$ cat src/rtl/cpu_pkg.sv
// Shared CPU definitions: opcode encodings, the bubble instruction and fetch FSM states.
// Pure declarations; no timing or flow control.
package cpu_pkg;

  localparam logic [3:0] OP_HALT = 4'b0000;
  localparam logic [3:0] OP_ALU  = 4'b0001;
  localparam logic [3:0] OP_LD   = 4'b0010;
  localparam logic [3:0] OP_ST   = 4'b0011;
  localparam logic [3:0] OP_BR   = 4'b0100;
  localparam logic [3:0] OP_JMP  = 4'b0101;
  localparam logic [3:0] OP_NOP  = 4'b1000;

  // Bubble word: opcode 1000 decodes to all-zero controls, unlike 0000 (halt).
  localparam logic [15:0] NOP_INSTR = {OP_NOP, 12'h000};

  typedef enum logic [1:0] {
    RUN    = 2'd0,
    WAIT   = 2'd1,
    HALTED = 2'd2
  } fetch_state_e;

  function automatic logic [15:0] pc_plus2(input logic [15:0] pc);
    return pc + 16'd2;
  endfunction

  function automatic logic [7:0] sat_inc8(input logic [7:0] v);
    return (v == 8'hFF) ? v : v + 8'd1;
  endfunction

endpackage

$ cat src/rtl/fetch_stage_if.sv
// Instruction-memory port of the fetch stage: address/request out, word/valid back.
// Memory answers combinationally; a cycle without imem_valid stalls fetch.
interface fetch_stage_if;
  logic [15:0] imem_addr;
  logic        imem_req;
  logic [15:0] imem_rdata;
  logic        imem_valid;

  modport master (output imem_addr, imem_req, input imem_rdata, imem_valid);
  modport slave  (input imem_addr, imem_req, output imem_rdata, imem_valid);
endinterface

$ cat src/rtl/fetch_stage_if_id_reg.sv
// IF/ID pipeline register with hold, load and bubble controls (bubble wins over load).
// One-cycle latency; holds its contents when neither load nor bubble is asserted.
module if_id_reg #(
  parameter logic [15:0] NOP_INSTR = cpu_pkg::NOP_INSTR
) (
  input  logic        clk,
  input  logic        reset,
  input  logic        load,
  input  logic        bubble,
  input  logic [15:0] instr_in,
  input  logic [15:0] pc2_in,
  output logic [15:0] instr,
  output logic [15:0] pc2,
  output logic        valid
);

  logic [15:0] instr_q, instr_d;
  logic [15:0] pc2_q, pc2_d;
  logic        valid_q, valid_d;

  always_comb begin
    instr_d = instr_q;
    pc2_d   = pc2_q;
    valid_d = valid_q;
    if (bubble) begin
      instr_d = NOP_INSTR;
      valid_d = 1'b0;
    end else if (load) begin
      instr_d = instr_in;
      pc2_d   = pc2_in;
      valid_d = 1'b1;
    end
  end

  always_ff @(posedge clk or posedge reset) begin
    if (reset) begin
      instr_q <= NOP_INSTR;
      pc2_q   <= 16'h0000;
      valid_q <= 1'b0;
    end else begin
      instr_q <= instr_d;
      pc2_q   <= pc2_d;
      valid_q <= valid_d;
    end
  end

  assign instr = instr_q;
  assign pc2   = pc2_q;
  assign valid = valid_q;

endmodule

$ cat src/rtl/fetch_stage.sv
// Fetch stage: PC, RUN/WAIT/HALTED FSM, memory-wait watchdog and IF/ID register.
// Fetch-to-IF/ID latency 1 cycle; stall or missing imem_valid holds the PC.
module fetch_stage #(
  parameter logic [15:0] RESET_PC   = 16'h0000,
  parameter logic [15:0] NOP_INSTR  = cpu_pkg::NOP_INSTR,
  parameter int unsigned WAIT_LIMIT = 8
) (
  input  logic                 clk,
  input  logic                 reset,
  input  logic                 stall,
  input  logic                 if_flush,
  input  logic                 halt,
  input  logic                 pc_op,
  input  logic                 b_jmp,
  input  logic [15:0]          branch_target,
  input  logic [15:0]          jump_target,
  fetch_stage_if.master        imem,
  output logic [15:0]          if_id_instr,
  output logic [15:0]          if_id_pc2,
  output logic                 if_id_valid,
  output logic                 halted,
  output logic                 fetch_timeout
);
  import cpu_pkg::*;

  fetch_state_e state_q, state_d;
  logic [15:0]  pc_q, pc_d;
  logic [7:0]   wcnt_q, wcnt_d;
  logic         tout_q, tout_d;
  logic         ifid_load, ifid_bubble;
  logic [15:0]  pc_next;

  assign pc_next = pc_plus2(pc_q);

  always_comb begin
    state_d     = state_q;
    pc_d        = pc_q;
    wcnt_d      = wcnt_q;
    ifid_load   = 1'b0;
    ifid_bubble = 1'b0;

    if (state_q == HALTED || halt) begin
      state_d     = HALTED;
      ifid_bubble = 1'b1;
    end else if (pc_op) begin
      pc_d        = (b_jmp ? branch_target : jump_target) & 16'hFFFE;
      state_d     = RUN;
      wcnt_d      = 8'd0;
      ifid_bubble = 1'b1;
    end else if (if_flush) begin
      ifid_bubble = 1'b1;
      if (!stall) begin
        if (imem.imem_valid) begin
          pc_d    = pc_next;
          state_d = RUN;
          wcnt_d  = 8'd0;
        end else begin
          state_d = WAIT;
          wcnt_d  = sat_inc8(wcnt_q);
        end
      end
    end else if (stall) begin
      // Full hold: PC, IF/ID, state and wait counter all keep their values.
    end else if (!imem.imem_valid) begin
      state_d     = WAIT;
      wcnt_d      = sat_inc8(wcnt_q);
      ifid_bubble = 1'b1;
    end else begin
      pc_d      = pc_next;
      state_d   = RUN;
      wcnt_d    = 8'd0;
      ifid_load = 1'b1;
    end

    // Sticky: once the memory has been silent too long the error stays latched.
    tout_d = tout_q | (32'(wcnt_d) >= WAIT_LIMIT);
  end

  always_ff @(posedge clk or posedge reset) begin
    if (reset) begin
      state_q <= RUN;
      pc_q    <= RESET_PC;
      wcnt_q  <= 8'd0;
      tout_q  <= 1'b0;
    end else begin
      state_q <= state_d;
      pc_q    <= pc_d;
      wcnt_q  <= wcnt_d;
      tout_q  <= tout_d;
    end
  end

  if_id_reg #(
    .NOP_INSTR (NOP_INSTR)
  ) u_if_id (
    .clk      (clk),
    .reset    (reset),
    .load     (ifid_load),
    .bubble   (ifid_bubble),
    .instr_in (imem.imem_rdata),
    .pc2_in   (pc_next),
    .instr    (if_id_instr),
    .pc2      (if_id_pc2),
    .valid    (if_id_valid)
  );

  assign imem.imem_addr = pc_q;
  assign imem.imem_req  = (state_q != HALTED);
  assign halted         = (state_q == HALTED);
  assign fetch_timeout  = tout_q;

endmodule

$ cat src/flat_wrapper.sv
// flat-port wrapper written by rule: the top's interface ports become plain ports
module fetch_stage_flat import cpu_pkg::*;
#(
  parameter logic [15:0] RESET_PC   = 16'h0000,
  parameter logic [15:0] NOP_INSTR  = cpu_pkg::NOP_INSTR,
  parameter int unsigned WAIT_LIMIT = 8
)
  (clk, reset, stall, if_flush, halt, pc_op, b_jmp, branch_target, jump_target, if_id_instr, if_id_pc2, if_id_valid, halted, fetch_timeout, imem_imem_addr, imem_imem_req, imem_imem_rdata, imem_imem_valid);
  fetch_stage_if imem_i ();
  input  logic clk;
  input  logic reset;
  input  logic stall;
  input  logic if_flush;
  input  logic halt;
  input  logic pc_op;
  input  logic b_jmp;
  input  logic [15:0] branch_target;
  input  logic [15:0] jump_target;
  output logic [15:0] if_id_instr;
  output logic [15:0] if_id_pc2;
  output logic if_id_valid;
  output logic halted;
  output logic fetch_timeout;
  output wire logic [$bits(imem_i.imem_addr)-1:0] imem_imem_addr;
  output wire logic [$bits(imem_i.imem_req)-1:0] imem_imem_req;
  input wire logic [$bits(imem_i.imem_rdata)-1:0] imem_imem_rdata;
  input wire logic [$bits(imem_i.imem_valid)-1:0] imem_imem_valid;
  assign imem_imem_addr = imem_i.imem_addr;
  assign imem_imem_req = imem_i.imem_req;
  assign imem_i.imem_rdata = imem_imem_rdata;
  assign imem_i.imem_valid = imem_imem_valid;
  fetch_stage #(.RESET_PC(RESET_PC), .NOP_INSTR(NOP_INSTR), .WAIT_LIMIT(WAIT_LIMIT)) u_core (.clk(clk), .reset(reset), .stall(stall), .if_flush(if_flush), .halt(halt), .pc_op(pc_op), .b_jmp(b_jmp), .branch_target(branch_target), .jump_target(jump_target), .imem(imem_i), .if_id_instr(if_id_instr), .if_id_pc2(if_id_pc2), .if_id_valid(if_id_valid), .halted(halted), .fetch_timeout(fetch_timeout));
endmodule
$ cat config.mk
export PLATFORM = sky130hd
export DESIGN_NAME = fetch_stage_flat
export DESIGN_NICKNAME = d
export VERILOG_FILES = /design/src/rtl/cpu_pkg.sv /design/src/rtl/fetch_stage_if.sv /design/src/rtl/fetch_stage_if_id_reg.sv /design/src/rtl/fetch_stage.sv /design/src/flat_wrapper.sv
export SDC_FILE = /design/constraint.sdc
export NUM_CORES = 1
export LEC_CHECK = 0
export ABC_AREA = 1
export CAP_MARGIN = 10
export CORE_ASPECT_RATIO = 2
export CORE_MARGIN = 2
export CORE_UTILIZATION = 30
export CTS_CLUSTER_DIAMETER = 60
export CTS_CLUSTER_SIZE = 28
export DETAILED_ROUTE_END_ITERATION = 8
export GPL_ROUTABILITY_DRIVEN = 0
export PLACE_DENSITY_LB_ADDON = 0.3
export SYNTH_ARGS = -nofsm -noshare
export SYNTH_HDL_FRONTEND = slang
export SYNTH_SLANG_ARGS = --single-unit
$ cat constraint.sdc
create_clock -name clk -period 4.9 [get_ports clk]
set_input_delay 1.225 -clock clk [delete_from_list [all_inputs] [get_ports clk]]
set_output_delay 1.225 -clock clk [all_outputs]
set_load 0.02 [all_outputs]
# After elaboration in Yosys (flattened, before gate mapping)
# Cells that the tools add are included.
[op_classes]
addsub = 2
reduce_logical = 5
bitwise_logic = 3
mux = 27
n_lt_le_gt_ge = 1
n_eq_ne = 5
[ops]
columns = ["op", "count"]
rows = [
  ["$mux 16", 6],
  ["$mux 8", 5],
  ["$add 16x2->16 const B", 1],
  ["$mux 1", 13],
  ["$add 8x1->8 const B", 1],
  ["$eq 8x8->1 const B", 1],
  ["$ge 8x4->1 const B", 1],
  ["$mux 2", 3],
  ["$reduce_bool 2->1", 2],
  ["$ne 3x1->1 const B", 1],
  ["$reduce_and 3->1", 1],
  ["$eq 2x2->1 const B", 1],
  ["$ne 2x1->1 const B", 1],
  ["$ne 2x2->1 const B", 1],
  ["$not 1->1", 2],
  ["$reduce_and 2->1", 1],
  ["$logic_or 1x1->1", 1],
  ["$or 1x1->1", 1],
]
[word_totals]
elab_cells = 50
input_bits = 56
register_bits = 60
out_inout_bits = 52

# Depth between registers and ports, before layout
# Gate-level depths: netlist (run 1).
[depth]
depth_word = 8
depth_mapped = 11
ltp_nobuf = 11

# Modules after synthesis
# From an unflattened synthesis (run 1), not the netlist that was laid out.
[unflattened]
hier_cells = 439
hier_area_um2 = 3319.4
[by_module_without_submodules]
columns = ["module", "seq_area_each_um2", "cells_each", "area_each_um2", "instances"]
rows = [
  ["fetch_stage", 650.6, 295, 1994.4, 1],
  ["if_id_reg", 827.0, 144, 1325.0, 1],
]

# Least setup slack after synthesis (run 1)
# Ideal clock, no wire load.
[synth_path]
path_type = "input to register"
from = "in stall"
to = "reg u_core.u_if_id.pc2_q[11], in the netlist u_core.u_if_id.pc2[11]"
n_path_buf = 2
cell_stages = 7
arrival_ns = 2.055
setup_ns = 0.082
setup_slack_ns = 2.763
required_time_ns = 4.818
path_cell_list = "buf_6 -> nor2_2 -> nand3_2 -> inv_2 -> buf_6 -> nor2_1 -> a31oi_1"
[synth_via]
elab_chain_len = 6
word_cells_on_any_way = 10
cone_classes = "mux: 8; bitwise: 1; reduce/logical: 1"
[synth_rtl]
columns = ["element", "line", "rtl"]
rows = [
  ["from (decl)", "flat_wrapper.sv:12", "input logic stall;"],
  ["$mux 1", "fetch_stage.sv:62", "end else if (stall) begin"],
  ["$mux 1", "fetch_stage.sv:50", "end else if (if_flush) begin"],
  ["$mux 1", "fetch_stage.sv:45", "end else if (pc_op) begin"],
  ["$mux 1", "fetch_stage.sv:42", "if (state_q == HALTED || halt) begin"],
  ["$not 1->1 (no line)", "-", ""],
  ["$reduce_and 2->1 (no line) (*)", "-", ""],
  ["to (signal assigned)", "fetch_stage_if_id_reg.sv:42", "pc2_q <= pc2_d;"],
  ["to (decl)", "fetch_stage_if_id_reg.sv:18", "logic [15:0] pc2_q, pc2_d;"],
]
# Every way passes the cells marked *; elsewhere a longest branch is shown, timed or not.
# A chain may end at the register's enable or synchronous reset.

# Worst setup path in the final report (run 1)
[layout_path]
from = "in stall"
to = "reg u_core.u_if_id.pc2_q[10], in the netlist u_core.u_if_id.pc2[10]"
# The elaborated chain is that of the path after synthesis.

==> results of run 1 <==
==> where the power goes <==
part,switching [mW],internal (mW)
Sequential,0.0307,0.505
Combinational,0.133,0.116
Clock,0.223,0.406
==> layout make-up <==
type | count | share of cell area [%]
Sequential cell | 58 | 32.1
Multi-Input combinational cell | 277 | 31.4
Timing Repair Buffer | 105 | 23.1
Clock buffer | 10 | 5.27
Tap cell | 135 | 3.73
Inverter | 36 | 2.98
Clock inverter | 6 | 1.46
==> worst max-delay path by stage <==
stage / cells after the start / to / start / slack, ns
6_report: 6 / u_core.u_if_id.pc2[10] / stall / 1.92
5_1_grt: 6 / u_core.u_if_id.pc2[11] / stall / 1.72
4_1_cts: 6 / u_core.u_if_id.pc2[10] / stall / 1.87
3_5_place_dp: 6 / u_core.u_if_id.pc2[14] / stall / 1.51
3_3_place_gp: 6 / u_core.u_if_id.pc2[10] / stall / 1.54
2_1_floorplan: 1 / u_core.fetch_timeout / reset / 2.25
==> critical path, delay by kind of cell <==
family / cells / cell delay (ns)
and+or+nand+nor: 4 / 0.88
buffers and inverters: 2 / 1.13
==> metrics by stage <==
| step | setup slack (ns) | cells |
|---|---|---|
| after floorplan | 2.25 | 386 |
| after global placement | 1.54 | 611 |
| after detailed placement | 1.51 | 611 |
| after CTS | 1.87 | 627 |
| after global routing | 1.72 | 627 |
| final | 1.92 | 627 |
==> synth_stat cells (all sizes together) <==
cell	instances	area share (%)
ha	2	0.81
o31ai	1	0.24
nand2	109	14
a22oi	1	0.24
a2bb2oi	1	0.28
or2	1	0.20
a21oi	15	2.4
inv	36	4.3
clkbuf	3	0.36
a31oi	7	1.4
nor3	6	1.9
conb	1	0.12
xor2	8	2.3
a22o	15	4.2
dfrtp	57	46
o21ai	28	4.9
nand4	2	0.60
dfstp	1	0.85
o21bai	2	0.48
o22ai	5	1.0
nor2	51	7.4
nand3	20	3.4
buf	12	2.8
o211ai	1	0.24
==> state kept, by name, indices dropped and copies added (netlist names) <==
signal and cells:
u_core.u_if_id.instr 16, u_core.imem.imem_addr 15, u_core.u_if_id.pc2 15, u_core.wcnt_q 8, u_core.state_q 2, u_core.fetch_timeout 1
u_core.u_if_id.valid 1
==> per-layer routing <==
| metal | wire, microns | part of all wire (%) |
|---|---|---|
| met5 | 0 | 0 |
| met1 | 3250 | 36 |
| met4 | 339 | 3.7 |
| met2 | 5170 | 57 |
| met3 | 320 | 3.5 |
==> logic make-up (layout without fill, tap and decap cells) <==
logic type                 Yosys count  after routing  synth area share, %
AOI/OAI and AO/OA                   76             76                 15.4
DFF                                 58             58                 46.8
other                                1              2                0.121
xor gates and xnor gates             8              8                 2.26
and+or+nand+nor                    189            189                 27.1
adders and majority gates            2              2                0.805
buffers and inverters               51            157                 7.53
==> flow_summary.toml, run 1 <==
[worst_setup_path]
rrSetupSlack_ns = 2.99
worstPathRequired_ns = 5.17
crit_type = "in -> reg"
cp_slowest_cell = "clkdlybuf4s50_1"
cp-start-kind = "input pin"
path_cells = "clkdlybuf4s50_1, nor2_2, nand3_2, inv_2, nand3_1, nand2_1"
crit_path_max_incr_delay_ns = 0.58
end_kind = "register"
cp.arrival_ns = 3.25
r2r-start = "u_core.state_q[1]"
cp_max_fo = 30
r2r_cells = 7
r2r-end = "u_core.u_if_id.pc2[10]"

[sta]
min_period_over_period_pct = 60.9
finalSetupViolCount = 0
finalHoldViolCount = 0
fin_skew_ns = 0.00498
rsz0062_at_grt = "no"
relSlewSlack_pct = 40.7
tightest_slew_ns = 0.888
hold_slack_ns = 0.464
period_needed_ns = 2.98
drv_slew = 0
setup_tns_ns = 0
max_freq_ghz = 0.335

[detailed_routing]
dr.first_iter.drc_count = 103
wire_per_inst_microns = 14.5
vias = 2949
viasPerCell = 4.70
detail-route-antenna-nets = 0
drt_wl_total_mm = 9.07
firstDrtPassIters = 4
drc = 0

[layout]
multi_input_comb_area_sq_mm = 0.00142
final_common_cell = "nand2_1"
fill_cells = 1010
seqCellArea_sq_mm = 0.00145
finish.utilization_pct = 44.9
area_growth_pct = 45.9
most-common-layout-cells = "nand2_1 (105), clkdlybuf4s50_1 (103), dfrtp_1 (57)"
drive_gt1_share_pct = 8.33
fin_area_sq_mm = 0.00453
diodes = 0
final_nets = 545

[worst_hold_path]
hold_path_class = "reg -> reg"
min_from = "u_core.u_if_id.instr[15]"
hold_end = "u_core.u_if_id.instr[15]"
hold_depth = 2

[die]
die_w_microns = 76.0
io-pin-count = 108
dieArea_sq_mm = 0.0112
initial_utilization_pct = 30.8
rows = 52
core_sq_mm = 0.0101
die_height_microns = 148

[run_status]
status = "complete, no violations"

[cts]
cts_resized = 0
numCtsBuffers = 9
cts_sinks = 58
cts.clk_slew.worst_paths_ns = 0.06
holdBufCountCts = 0
clock_insertion_delay_worst_skew_ns = 0.33
cts_buffer_depth = 2
cts_root_buf = "clkbuf_16"
cts-htree-levels = 3
cts_setup_buffers = 0
tritoncts = "built"

[place]
placed_cell_area_sq_mm = 0.00423
hpwl_mm = 6.97
port_buffers = 103

[global_routing]
grt_max_degree = 43
antenna_found_initial = 0
grt_usage_pct = 16.8
grt_util_met1_pct = 16.7
gr-usage-met2_pct = 32.1
grt_pass1_wl_mm = 14.8
grtUsageMet3_pct = 3.24
grt_pass1_vias = 2942
top_usage_layer = "met2"
grt-ovfl-total = 0

[logic_synthesis]
avgSynthCellArea_sq_um = 8.07
ys_ff_latch = 58
syn_inst = 385
synth_warnings = 0
ys_types = 39
netlist_area_sq_mm = 0.00311
seq_area_frac_synth_pct = 46.8

[power]
leakagePower_nw = 2.12
ir_drop_mv = 0.199
p_total_mw = 1.41
power_density_mw_per_mm2 = 312

[job]
drv_cap = 0
Power figures use the tool's default switching activity.
==> run 2, diff against run 1 <==
==> constraint.sdc (replaced) <==
create_clock -name clk -period 2.7 [get_ports clk]
set_input_delay 0.675 -clock clk [delete_from_list [all_inputs] [get_ports clk]]
set_output_delay 0.675 -clock clk [all_outputs]
set_load 0.02 [all_outputs]
==> run 2 against run 1 <==
Wire length increased by 3.9%. Cell count increased by 1.6%. Sequential power increased by 82%. Worst hold slack got worse by 0.00090 ns. Final area increased by 2.5%. Power increased by 88%. Via count increased by 3.7%. Core utilization increased by 1.1 points.
==> flow_summary.toml, run 2 (synthesis gave the netlist of run 1 again) <==
[sta]
period_needed_ns = 2.23
fin_skew_ns = 0.00760
layout_setup_ws_ns = 0.473
min_period_over_period_pct = 82.5
setup_tns_ns = 0
finalSetupViolCount = 0
max_freq_ghz = 0.449
finalHoldViolCount = 0
rsz0062_at_grt = "no"
drv_slew = 0

[global_routing]
top_usage_layer = "met2"
grt_pass1_wl_mm = 15.7
grt-ovfl-total = 0
grt_max_degree = 33
grt_util_met1_pct = 17.0
grt_usage_pct = 17.7
antenna_found_initial = 0
grt_pass1_vias = 3204
gr-usage-met2_pct = 34.1
grtUsageMet3_pct = 2.99

[worst_setup_path]
cp_top_family = "buffers and inverters"
cp_max_fo = 3
end_kind = "output port"
worstPathRequired_ns = 2.03
path_cells = "nor2_4, clkdlybuf4s50_1"
crit_type = "reg -> out"
cp_slowest_cell = "clkdlybuf4s50_1"
cp-start-kind = "register"
cp.arrival_ns = 1.55
path_buf_inv = 1
crit_path_max_incr_delay_ns = 0.63

[die]
die_height_microns = 148
io-pin-count = 108
initial_utilization_pct = 30.8
dieArea_sq_mm = 0.0112
die_w_microns = 76.0
rows = 52
core_sq_mm = 0.0101

[cts]
clock_insertion_delay_worst_skew_ns = 0.32
cts_sinks = 58
cts_buffer_depth = 2
cts_setup_buffers = 0
cts_root_buf = "clkbuf_16"
cts_resized = 0
numCtsBuffers = 9
cts.clk_slew.worst_paths_ns = 0.06
tritoncts = "built"
cts-htree-levels = 3
holdBufCountCts = 0

[layout]
largest_reg_flops = 16
diodes = 0
drive_gt1_share_pct = 10.2
finish.utilization_pct = 46.0
seqCellArea_sq_mm = 0.00145
fill_cells = 996
area_growth_pct = 49.5
multi_input_comb_area_sq_mm = 0.00142
most-common-layout-cells = "nand2_1 (105), clkdlybuf4s50_1 (103), dfrtp_1 (57)"
final_nets = 555
final_common_cell = "nand2_1"
stdcell_count = 637

[run_status]
status = "complete, no violations"

[place]
port_buffers = 103
hpwl_mm = 7.32
post-place-ws_ns = 0.416
dp_cells = 621

[detailed_routing]
drt_wl_total_mm = 9.43
vias = 3057
detail-route-antenna-nets = 0
viasPerCell = 4.80
drc = 0
firstDrtPassIters = 4
wire_per_inst_microns = 14.8
dr.first_iter.drc_count = 101

[power]
power_density_mw_per_mm2 = 574
ir_drop_mv = 0.398
leakagePower_nw = 2.19

[worst_hold_path]
hold_path_class = "reg -> reg"

[job]
drv_cap = 0
[run 2: layout make-up]
class	count	share of cell area (%)
clock inverter	6	1.94
clock buffer	10	5.15
inverter	36	2.91
timing repair buffer	115	24.4
tap	135	3.64
sequential	58	31.3
multi-input combinational	277	30.7
[run 2: through the flow]
step                      total power [mW]  hold slack [ns]  cell area [sq um]
after global routing                  2.78            0.493               4640
after global placement                1.44            0.457               4310
after detailed placement              1.45            0.457               4310
after floorplan                       1.21            0.497               3110
final                                 2.66            0.463               4640
after CTS                             2.70            0.466               4640
[run 2: worst min-delay path: stages (launching register included)]
cell and delay [ns]:
dfstp_2 0.36, inv_1 0.04, a21oi_1 0.05
[run 2: routing by layer]
metal | vias up | wire length (microns)
met2 | 84 | 5370
met1 | 1470 | 3380
met4 | 0 | 380
met5 | - | 0
met3 | 23 | 303
li1 | 1480 | -
[run 2: power by group]
group	internal [mW]	total, mW	switching [mW]	leakage, nW
Combinational	0.215	0.460	0.245	1.27
Clock	0.833	1.23	0.398	0.159
Sequential	0.916	0.973	0.0571	0.760
Total	1.96	2.66	0.700	2.19
[run 2: worst paths after layout]
| kind | from | to | slack [ns] | cells past startpoint |
|---|---|---|---|---|
| min in group asynchronous | reset | u_core.u_if_id.instr[9] | 0.74 | 3 |
| worst max register to register | u_core.imem.imem_addr[1] | u_core.imem.imem_addr[13] | 0.95 | 10 |
| max in group asynchronous | reset | u_core.state_q[1] | 1.61 | 3 |
| worst min-delay path | u_core.u_if_id.instr[15] | u_core.u_if_id.instr[15] | 0.46 | 2 |
| worst min register to register | u_core.u_if_id.instr[15] | u_core.u_if_id.instr[15] | 0.46 | 2 |
| worst max-delay path | u_core.state_q[0] | halted | 0.47 | 2 |
